==> src/rtl/imem_fetch.sv <==
// Instruction-fetch initiator for registered-address instruction memories.
// Pairs each returned word with its PC and buffers it across decode stalls.
module imem_fetch #(
  parameter logic [31:0] RESET_PC = 32'h0000_0000
) (
  input  logic        clk,
  input  logic        rst_n,
  input  logic        stall,
  input  logic        redirect_valid,
  input  logic [31:0] redirect_pc,
  output logic [29:0] imem_addr,
  input  logic [31:0] imem_inst,
  output logic        out_valid,
  output logic [31:0] out_inst,
  output logic [31:0] out_pc,
  output logic [31:0] accept_cnt
);

  logic [31:0] fetch_pc_q, fetch_pc_d;
  logic [31:0] resp_pc_q, resp_pc_d;
  logic        resp_valid_q, resp_valid_d;
  logic [31:0] hold_inst_q, hold_inst_d;
  logic        hold_valid_q, hold_valid_d;
  logic [31:0] accept_cnt_q, accept_cnt_d;

  logic        slot_valid;
  logic        accept;
  logic        advance;
  logic [31:0] redir_pc;
  logic        unused_redir_lsb;

  assign redir_pc         = {redirect_pc[31:2], 2'b00};
  assign unused_redir_lsb = &{1'b0, redirect_pc[1:0]};

  assign slot_valid = resp_valid_q | hold_valid_q;
  assign out_valid  = slot_valid & ~redirect_valid;
  assign out_inst   = hold_valid_q ? hold_inst_q : imem_inst;
  assign out_pc     = resp_pc_q;
  assign imem_addr  = redirect_valid ? redirect_pc[31:2]
                                     : fetch_pc_q[31:2];
  assign accept_cnt = accept_cnt_q;

  assign accept  = out_valid & ~stall;
  assign advance = ~redirect_valid & (~slot_valid | ~stall);

  always_comb begin
    fetch_pc_d   = fetch_pc_q;
    resp_pc_d    = resp_pc_q;
    resp_valid_d = resp_valid_q;
    hold_inst_d  = hold_inst_q;
    hold_valid_d = hold_valid_q;
    accept_cnt_d = accept_cnt_q + {31'b0, accept};
    unique case (1'b1)
      redirect_valid: begin
        fetch_pc_d   = redir_pc + 32'd4;
        resp_pc_d    = redir_pc;
        resp_valid_d = 1'b1;
        hold_valid_d = 1'b0;
      end
      advance: begin
        fetch_pc_d   = fetch_pc_q + 32'd4;
        resp_pc_d    = fetch_pc_q;
        resp_valid_d = 1'b1;
        hold_valid_d = 1'b0;
      end
      default: begin
        // Capture only the first stalled cycle; memory then refetches
        // the successor so it is ready when the stall drops.
        if (!hold_valid_q) begin
          hold_inst_d  = imem_inst;
          hold_valid_d = 1'b1;
        end
      end
    endcase
  end

  always_ff @(posedge clk or negedge rst_n) begin
    if (!rst_n) begin
      fetch_pc_q   <= RESET_PC;
      resp_pc_q    <= RESET_PC;
      resp_valid_q <= 1'b0;
      hold_inst_q  <= 32'h0;
      hold_valid_q <= 1'b0;
      accept_cnt_q <= 32'h0;
    end else begin
      fetch_pc_q   <= fetch_pc_d;
      resp_pc_q    <= resp_pc_d;
      resp_valid_q <= resp_valid_d;
      hold_inst_q  <= hold_inst_d;
      hold_valid_q <= hold_valid_d;
      accept_cnt_q <= accept_cnt_d;
    end
  end

endmodule

==> config.mk <==
export PLATFORM = sky130hd
export DESIGN_NAME = imem_fetch
export DESIGN_NICKNAME = d
export VERILOG_FILES = /design/src/rtl/imem_fetch.sv
export SDC_FILE = /design/constraint.sdc
export NUM_CORES = 1
export LEC_CHECK = 0
export CORE_MARGIN = 1.5
export CORE_UTILIZATION = 46
export CTS_BUF_LIST = sky130_fd_sc_hd__clkbuf_2 sky130_fd_sc_hd__clkbuf_4 sky130_fd_sc_hd__clkbuf_8
export DETAILED_ROUTE_END_ITERATION = 10
export GPL_TIMING_DRIVEN = 0
export PLACE_DENSITY_LB_ADDON = 0.08
export SLEW_MARGIN = 20
export SYNTH_ARGS = -nofsm -noshare
export SYNTH_HDL_FRONTEND = slang
export SYNTH_SLANG_ARGS = --single-unit
==> constraint.sdc <==
create_clock -name clk -period 4.1 [get_ports clk]
set_clock_uncertainty 0.05 [all_clocks]
set_input_delay 0.82 -clock clk [delete_from_list [all_inputs] [get_ports clk]]
set_output_delay 0.82 -clock clk [all_outputs]
set_load 0.02 [all_outputs]
==> results of run 1 <==
==> worst max-delay path, delay by kind of cell <==
family          cells  cell delay, ps
buf+inv             6            2070
compound gates      1             120
simple gates        1             100
==> layer usage <==
| metal | vias up | global-route usage (%) | part of all wire [%] |
|---|---|---|---|
| li1 | 3217 | - | - |
| met1 | 3442 | 39.2 | 43 |
| met2 | 391 | 42.2 | 44 |
| met3 | 40 | 9.45 | 11 |
| met4 | 0 | 10.3 | 2.1 |
| met5 | - | 0 | 0 |
==> through the flow <==
| step | cells | util [%] | setup TNS [ps] | hold slack, ps | setup slack [ps] |
|---|---|---|---|---|---|
| global route | 1211 | 65.3 | 0 | 198 | 19.7 |
| detailed placement | 1173 | 61.9 | -35600 | 416 | -1400 |
| global placement | 1172 | 61.7 | -414340 | 415 | -3030 |
| CTS | 1207 | 64.9 | 0 | 201 | 38.4 |
| floorplan | 774 | - | 0 | 425 | 16.1 |
| finish | 1212 | 65.3 | 0 | 195 | 97.8 |
==> worst paths after layout <==
path	to	startpoint	depth (start not counted)	slack [ps]
worst max-delay path	imem_addr[22]	redirect_valid	8	100
worst min-delay path	out_pc[23]$_DFFE_PN0N_	rst_n	1	190
worst max register to register	fetch_pc_q[28]$_DFFE_PN0N_	hold_valid_q$_DFF_PN0_	18	350
worst min register to register	accept_cnt[31]$_DFF_PN0_	accept_cnt[31]$_DFF_PN0_	1	420
max in group asynchronous	resp_valid_q$_DFFE_PN0N_	rst_n	2	3070
min in group clk	accept_cnt[31]$_DFF_PN0_	accept_cnt[31]$_DFF_PN0_	1	420
==> final cells by class <==
| cell class | instances | area, um2 | share of cell area (%) |
|---|---|---|---|
| timing repair buffer | 196 | 1970 | 19.6 |
| buffer | 51 | 265 | 2.64 |
| clock buffer | 19 | 255 | 2.54 |
| clock inverter | 13 | 138 | 1.37 |
| tap | 211 | 264 | 2.63 |
| inverter | 18 | 67.6 | 0.673 |
| sequential | 126 | 3150 | 31.4 |
| antenna | 1 | 2.50 | 0.0249 |
| multi-input combinational | 577 | 3930 | 39.1 |
==> timing repair <==
item / CTS / global route
endpoints found under the hold margin: 0 / 0
gates resized for setup: 16 / 11
buffers inserted: 3 / 5
hold buffers: 0 / 0
pin swaps: 2 / 2
cloned: 0 / 0
setup endpoints to repair: 46 / 12
==> layout by cell type (no fill, tap or decap), drive strengths merged, types with 4 or more instances in the layout <==
master and n:
clkdlybuf4s50 184, dfrtp 126, nand2 96, mux2 83, nor2 56, clkbuf 46, o21ai 36, buf 34
a21oi 30, xnor2 28, nand3 27, nand4 22, xor2 21, inv 20, a31oi 17, nor3 15
mux2i 12, and3 9, o211ai 9, nor4 9, a22oi 9, and2 7, a211oi 6, o22ai 6
clkinv 6, o21a 5, a211o 5, nor4b 5, and4 4, a21o 4, o2111ai 4
==> state kept, by name (all words and copies together) (netlist names) <==
name,flops
hold_valid_q,1
fetch_pc_q,30
hold_inst_q,32
out_pc,30
accept_cnt,32
resp_valid_q,1
==> where the power goes <==
part	leakage [nW]	total, mW	switching (mW)	internal [mW]
clock network	0.196	1.10	0.536	0.564
logic	2.35	1.02	0.528	0.493
registers	1.53	1.53	0.129	1.40
==> cells by family (layout without fill, tap and decap cells) <==
group / after synthesis / count (layout) / synth area share, %
AND/OR/NAND/NOR: 268 / 268 / 17.8
AO/OA/AOI/OAI: 160 / 160 / 14.4
flip-flops: 126 / 126 / 43.0
multiplexers: 95 / 95 / 14.4
buffers and inverters: 71 / 297 / 4.04
XOR/XNOR: 49 / 49 / 5.85
adder cells (fa/ha/maj): 3 / 3 / 0.511
other: 1 / 3 / 0.0511
==> summary.md, run 1 <==
| Metric | Value |
|---|---|
| Status | completed |
| GRT Total Usage | 28.6% |
| Avg WL per Cell | 19.4 um |
| Layout cells sized above 1 | 15.8% |
| Final hold vios | 0 |
| Part of the cycle the worst path needs | 97.6% |
| Synthesized area per cell | 9.50 um2 |
| Pwr per Cell Area | 364 nW/um2 |
| Crit path arrival time | 3130 ps |
| Min-delay worst type | primary input to async pin |
| Max stage delay on crit path | 650 ps |
| Worst-Margin Slew | 833 ps |
| Largest net degree at the start of global routing | 86 |
| FILL cells | 1359 |
| Antenna violations before repair | 1 |
| Site row count | 45 |
| Crit path kind | primary input to output pin |
| Yosys warns | 0 |
| Setup violators final | 0 |
| Flop and latch count out of synthesis | 126 |
| Die width | 129 um |
| DP Wirelength | 16.4 mm |
| Max-Cap Viols | 0 |
| Crit path max-delay cell type | clkdlybuf4s50_1 |
| Synth top area share | 43.0% |
| Clk sinks | 126 |
| Starting Density | 47.8% |
| WP data required | 3230 ps |
| Drt pass-1 iters | 6 |
| DR iter-0 viols | 745 |
| H-tree levels | 4 |
| Placer Congestion | 0.940 |
| Worst path cell trace | buf_2 -> buf_2 -> buf_2 -> clkbuf_4 -> clkbuf_4 -> nand2_1 -> o21ai_0 -> clkdlybuf4s50_1 |
| EDFF count, synth | 0 |
| Pins over their slew limit | 0 |
| Clock transition at path regs | 80 ps |
| Top cells by area, synth | dfrtp_1 43%, mux2_2 13%, nand2_1 4.9%, xnor2_1 3.3%, nor2_1 2.9% |
| Ports | 195 |
| Die H | 129 um |
| CTS tree | built |
| Pleak | 4.08 nW |
| Area grow syn2layout | 36.8% |
| Pwr Total | 3.65 mW |
| Synthesized netlist cell count | 773 |
| Crit end category | output pin |
| CP Max Fanout | 10 |
| Unrepaired setup endpoints after global routing | no |
| Most frequent cell after synthesis | dfrtp_1 |
| Max Buffers Root-to-Sink | 2 |
| Number of global-route vias before repair | 6667 |
| Core area | 15400 um2 |
| Routed WL | 23.5 mm |
| Tmin final | 4000 ps |
| Post-Syn Area | 7340 um2 |
| Via count | 7090 |
| Post-synth top cells | 126 x dfrtp_1, 96 x nand2_1, 83 x mux2_2, 56 x nor2_1, 34 x o21ai_0 |
| Worst slew margin | 44.5% |
| IO Port Bufs | 187 |
| Library cells used by synthesis | 70 |
| Clock Latency Late Sink | 450 ps |
| Most frequent CP cell | buf_2 |
| Maximum VDD drop | 0.242 mV |
| Grt total ovfl | 0 |
| Post-route cell area | 10000 um2 |
| First-pass GRT wire length | 36.3 mm |
| Total CTS buffers | 17 |
| Seq/Total Area, Yosys | 43.0% |
| Antenna Nets Post-Route | 0 |
| Vias per Instance | 5.85 |
| Die ar. | 16700 um2 |
| # DRC | 0 |
| Leading area contributor after synthesis | dfrtp_1 |
| Max Fclk | 250 MHz |
| Async set-reset flop share out of synthesis | 100% |
| Startpoint Class | primary input |
| Post-synth top flop | dfrtp_1 |
| Fin nets | 1058 |
| Placed Area | 9520 um2 |
| CTS root buf | clkbuf_8 |
Power figures use the tool's default switching activity.
==> inputs of run 2 (changes only) <==
CORE_UTILIZATION = 45   (was 46)
==> summary.md, run 2 (synthesized netlist as in run 1, its figures left out) <==
| Metric | Value |
|---|---|
| Setup violators final | 0 |
| Layout cells sized above 1 | 15.0% |
| Max Fclk | 249 MHz |
| CP Max Fanout | 10 |
| Reg2reg path depth | 18 |
| Die ar. | 17100 um2 |
| Clock transition at path regs | 80 ps |
| Commonest non-fill, non-tap cell in the layout | clkdlybuf4s50_1 |
| Area grow syn2layout | 35.9% |
| Pins over their slew limit | 0 |
| CTS root buf | clkbuf_8 |
| Maximum VDD drop | 0.313 mV |
| Drt pass-1 iters | 5 |
| Clock network power share | 29.7% |
| Avg WL per Cell | 19.4 um |
| Crit end category | output pin |
| Clk sinks | 126 |
| Number of global-route vias before repair | 6696 |
| Die width | 131 um |
| Max Buffers Root-to-Sink | 2 |
| Die H | 131 um |
| Worst path cell trace | buf_2 -> buf_2 -> buf_2 -> clkbuf_1 -> nand2_1 -> o21ai_0 -> clkdlybuf4s50_1 |
| Grt total ovfl | 0 |
| Reg2reg end | fetch_pc_q[28]$_DFFE_PN0N_ |
| Pint | 2.47 mW |
| Ports | 195 |
| Unrepaired setup endpoints after global routing | no |
| Worst slew margin | 45.9% |
| DP Wirelength | 16.6 mm |
| DR iter-0 viols | 592 |
| Largest net degree at the start of global routing | 68 |
| Most frequent cells in the layout | 184 x clkdlybuf4s50_1, 126 x dfrtp_1, 95 x nand2_1 |
| Startpoint Class | primary input |
| IO Port Bufs | 187 |
| Sequential share of power | 42.2% |
| Most frequent CP cell | buf_2 |
| Status | completed |
| Fin nets | 1052 |
| Crit path max-delay cell type | clkdlybuf4s50_1 |
| WP data required | 3230 ps |
| Routed WL | 23.4 mm |
| Gate power share | 28.1% |
| Final hold vios | 0 |
| GRT Total Usage | 28.3% |
| Worst Setup EP | imem_addr[27] |
| Clock Latency Late Sink | 450 ps |
| Switching part of the total | 31.8% |
| Critical path depth | 7 |
| Antenna Nets Post-Route | 0 |
| Total CTS buffers | 17 |
| Reg-to-Reg Start | hold_valid_q$_DFF_PN0_ |
| Via count | 6960 |
| Worst hold slack | 255 ps |
| Pwr per Cell Area | 363 nW/um2 |
| Worst-Margin Slew | 812 ps |
| Antenna violations before repair | 0 |
| Starting Density | 46.2% |
| Core area | 15900 um2 |
| Min-delay worst type | primary input to async pin |
| Max stage delay on crit path | 670 ps |
| First-pass GRT wire length | 36.6 mm |
| # DRC | 0 |
| Setup TNS | 0 ps |
| Part of the cycle the worst path needs | 98.0% |
| Crit path kind | primary input to output pin |
| CP startpoint | redirect_valid |
| Buf/Inv on CP | 5 |
| Placer Congestion | 0.930 |
| Tmin final | 4020 ps |
| Max-Cap Viols | 0 |
| Pwr Total | 3.62 mW |
| Antenna Cells | 0 |
| H-tree levels | 4 |
| Crit path arrival time | 3150 ps |
| Pleak | 4.05 nW |
| Vias per Instance | 5.77 |
| Site row count | 46 |
| CTS tree | built |
| Register-to-register setup slack | 230 ps |
| Cell family with most CP delay | buffers and inverters |
| Switching power | 1.15 mW |
-- run 2: how the worst min path moves through the flow --
stage | slack [ps] | depth (start not counted) | to | start
after global placement | 420 | 1 | accept_cnt[31]$_DFF_PN0_ | accept_cnt[31]$_DFF_PN0_
after floorplan | 420 | 1 | hold_inst_q[30]$_DFFE_PN0P_ | hold_inst_q[30]$_DFFE_PN0P_
final | 260 | 1 | accept_cnt[27]$_DFF_PN0_ | rst_n
after global routing | 270 | 1 | accept_cnt[27]$_DFF_PN0_ | rst_n
after detailed placement | 420 | 1 | accept_cnt[31]$_DFF_PN0_ | accept_cnt[31]$_DFF_PN0_
after CTS | 250 | 1 | accept_cnt[29]$_DFF_PN0_ | rst_n
-- run 2: worst reg2reg max path: stages, from the launching register on --
cell      delay [ps]
dfrtp_1          370
buf_6            140
o21a_1           190
buf_6            140
buf_2            200
nor2_2           170
buf_6            180
clkbuf_8         200
nand2_1           60
nand2_1          120
ha_4             200
nand3_1          110
or4_4            480
a222oi_1         390
buf_4            210
buf_4            180
nor3b_4          210
a21o_1           100
nand3_1           70
-- run 2: per-stage QoR --
stage | instance area, um2 | setup WS (ps) | std cells | utilization, %
2_1_floorplan | 7350 | 16.1 | 774 | -
5_1_grt | 9980 | 12.8 | 1207 | 62.8
6_report | 9980 | 81.7 | 1207 | 62.8
3_3_place_gp | 9490 | -3140 | 1177 | 59.8
3_5_place_dp | 9520 | -1390 | 1178 | 60.0
4_1_cts | 9950 | 11.1 | 1208 | 62.6
-- run 2: timing repair --
| action | 4_1_cts | 5_1_grt |
|---|---|---|
| hold buffers | 0 | 0 |
| gates resized for setup | 16 | 11 |
| endpoints found under the setup margin | 45 | 12 |
| pin swaps | 2 | 1 |
| setup buffers | 2 | 0 |
-- run 2: power groups by stage --
| stage | Combinational [mW] | Clock, mW | Sequential, mW |
|---|---|---|---|
| floorplan | 0.468 | 0 | 1.59 |
| global placement | 0.995 | 0 | 1.54 |
| detailed placement | 1.01 | 0 | 1.55 |
| CTS | 1.02 | 1.10 | 1.53 |
| global route | 1.09 | 1.15 | 1.55 |
| finish | 1.02 | 1.08 | 1.53 |
-- run 2: area by class of cell --
class | instances | area, um2
multi-input cells | 577 | 3930
repair buffers | 190 | 1920
inverters | 18 | 67.6
clock buffers | 22 | 284
fillers | 1407 | 5910
plain buffers | 51 | 263
well taps | 216 | 270
flip-flops and latches | 126 | 3150
clock inverters | 7 | 90.1
-- run 2: routing by layer --
layer | vias up | track usage (%) | part of all wire (%)
li1 | 3207 | - | -
met1 | 3336 | 38.0 | 42
met2 | 366 | 42.5 | 44
met3 | 51 | 8.02 | 10
met4 | 0 | 12.9 | 2.7
met5 | - | 0 | 0
==> inputs of run 3 (changes only) <==
CTS_CLUSTER_SIZE = 10   (was default)
SLEW_MARGIN = 30   (was 20)
clock period = 3.4 ns   (was 4.1 ns; I/O delays follow)
==> summary.md, run 3 (synthesized netlist as in run 1, its figures left out) <==
| Metric | Value |
|---|---|
| H-tree levels | 4 |
| Placed Area | 9590 um2 |
| Final hold vios | 0 |
| Layout cells sized above 1 | 18.6% |
| Clk sinks | 126 |
| GRT Total Usage | 28.8% |
| Tmin final | 3320 ps |
| Number of global-route vias before repair | 6542 |
| Multi-input gate area | 4010 um2 |
| Crit path arrival time | 2590 ps |
| # DRC | 0 |
| Worst slew margin | 42.7% |
| Part of the cycle the worst path needs | 97.6% |
| Starting Density | 46.2% |
| Total CTS buffers | 17 |
| Pwr per Cell Area | 420 nW/um2 |
| Most frequent cells in the layout | 176 x clkdlybuf4s50_1, 125 x dfrtp_1, 90 x nand2_1 |
| Unrepaired setup endpoints after global routing | yes |
| Placer Congestion | 0.979 |
| Worst Setup EP | imem_addr[27] |
| Setup slack after layout | 80.6 ps |
| WP data required | 2670 ps |
| Ports | 195 |
| DR iter-0 viols | 825 |
| Antenna Cells | 0 |
| Pleak | 4.19 nW |
| Pins over their slew limit | 0 |
| Reg-to-Reg Start | hold_valid_q$_DFF_PN0_ |
| Die ar. | 17100 um2 |
| Die width | 131 um |
| Antenna violations before repair | 0 |
| Final cell count without fillers | 1227 |
| Max Fclk | 301 MHz |
| Site row count | 46 |
| Register Area | 3150 um2 |
| Pre-CTS setup slack | -1450 ps |
| Antenna Nets Post-Route | 0 |
| Grt total ovfl | 0 |
| Vias per Instance | 5.78 |
| Crit path kind | primary input to output pin |
| Drt pass-1 iters | 5 |
| First-pass GRT wire length | 36.8 mm |
| Post-CTS Hold Buffers | 0 |
| Routed WL | 24.1 mm |
| IO Port Bufs | 187 |
| DP Wirelength | 16.8 mm |
| FILL cells | 1371 |
| CP Max Fanout | 10 |
| Via count | 7089 |
| CTS tree | built |
| CP startpoint | redirect_valid |
| Max-Cap Viols | 0 |
| Min-delay worst type | primary input to async pin |
| Status | completed |
| Maximum VDD drop | 0.243 mV |
| Setup violators final | 0 |
| Die H | 131 um |
| Area grow syn2layout | 39.6% |
| CTS root buf | clkbuf_8 |
| Clock Latency Late Sink | 460 ps |
| Post-route cell area | 10200 um2 |
| Placed Cells incl. Taps | 1178 |
| Fin nets | 1069 |
| Crit end category | output pin |
| Startpoint Class | primary input |
| Avg WL per Cell | 19.6 um |
| Reg2reg path depth | 20 |
| Reg2reg end | fetch_pc_q[24]$_DFFE_PN0N_ |
| Commonest non-fill, non-tap cell in the layout | clkdlybuf4s50_1 |
| Worst-Margin Slew | 856 ps |
| Register-to-register setup slack | 110 ps |
| Largest net degree at the start of global routing | 82 |
| Core area | 15900 um2 |
| Clock transition at path regs | 70 ps |
| Max Buffers Root-to-Sink | 2 |
[run 3: worst min path at each step]
stage | startpoint | to | cells after the start
after floorplan | rst_n | accept_cnt[0]$_DFF_PN0_ | 0
after global placement | accept_cnt[31]$_DFF_PN0_ | accept_cnt[31]$_DFF_PN0_ | 1
after detailed placement | accept_cnt[6]$_DFF_PN0_ | accept_cnt[6]$_DFF_PN0_ | 1
after CTS | rst_n | accept_cnt[21]$_DFF_PN0_ | 1
after global routing | rst_n | accept_cnt[22]$_DFF_PN0_ | 1
final | rst_n | accept_cnt[21]$_DFF_PN0_ | 1
[run 3: where the power goes]
part	internal (mW)	leakage, nW	switching [mW]
registers	1.69	1.53	0.153
logic	0.604	2.48	0.653
clock network	0.540	0.174	0.660
total	2.83	4.19	1.47
[run 3: worst max-delay path, cell delays in order]
cell and delay [ps]:
buf_2 230, buf_4 240, buf_4 230, clkbuf_2 340, nand2_1 120, o21ai_0 110
clkdlybuf4s50_1 640
[run 3: layer usage]
layer	GRT usage [%]	share of wire [%]	vias up
met5	0	0	-
met3	7.65	10	42
met1	39.5	43	3426
met4	10.9	2.6	0
li1	-	-	3246
met2	43.6	44	375
[run 3: timing repair]
action / CTS / global route
hold endpoints to repair: 0 / 0
pin swaps: 10 / 7
endpoints found under the setup margin: 60 / 36
gates resized for setup: 35 / 28
gates cloned: 1 / 0
setup buffers: 15 / 3
[run 3: final cells by class]
type | count | share of cell area, %
multi-input cells | 577 | 39.1
flip-flops and latches | 126 | 30.8
repair buffers | 207 | 20.2
clock inverters | 13 | 0.879
clock buffers | 19 | 2.55
inverters | 18 | 0.708
plain buffers | 51 | 3.13
well taps | 216 | 2.64
[run 3: through the flow]
step / utilization, % / power, mW / TNS [ps] / hold WS, ps
6_report: 64.5 / 4.30 / 0 / 59.6
5_1_grt: 64.5 / 4.48 / -25.8 / 69.4
4_1_cts: 64.1 / 4.30 / -233 / 56.9
3_5_place_dp: 60.4 / 3.09 / -53700 / 429
3_3_place_gp: 60.2 / 3.07 / -504830 / 411
2_1_floorplan: - / 2.49 / -857 / 334
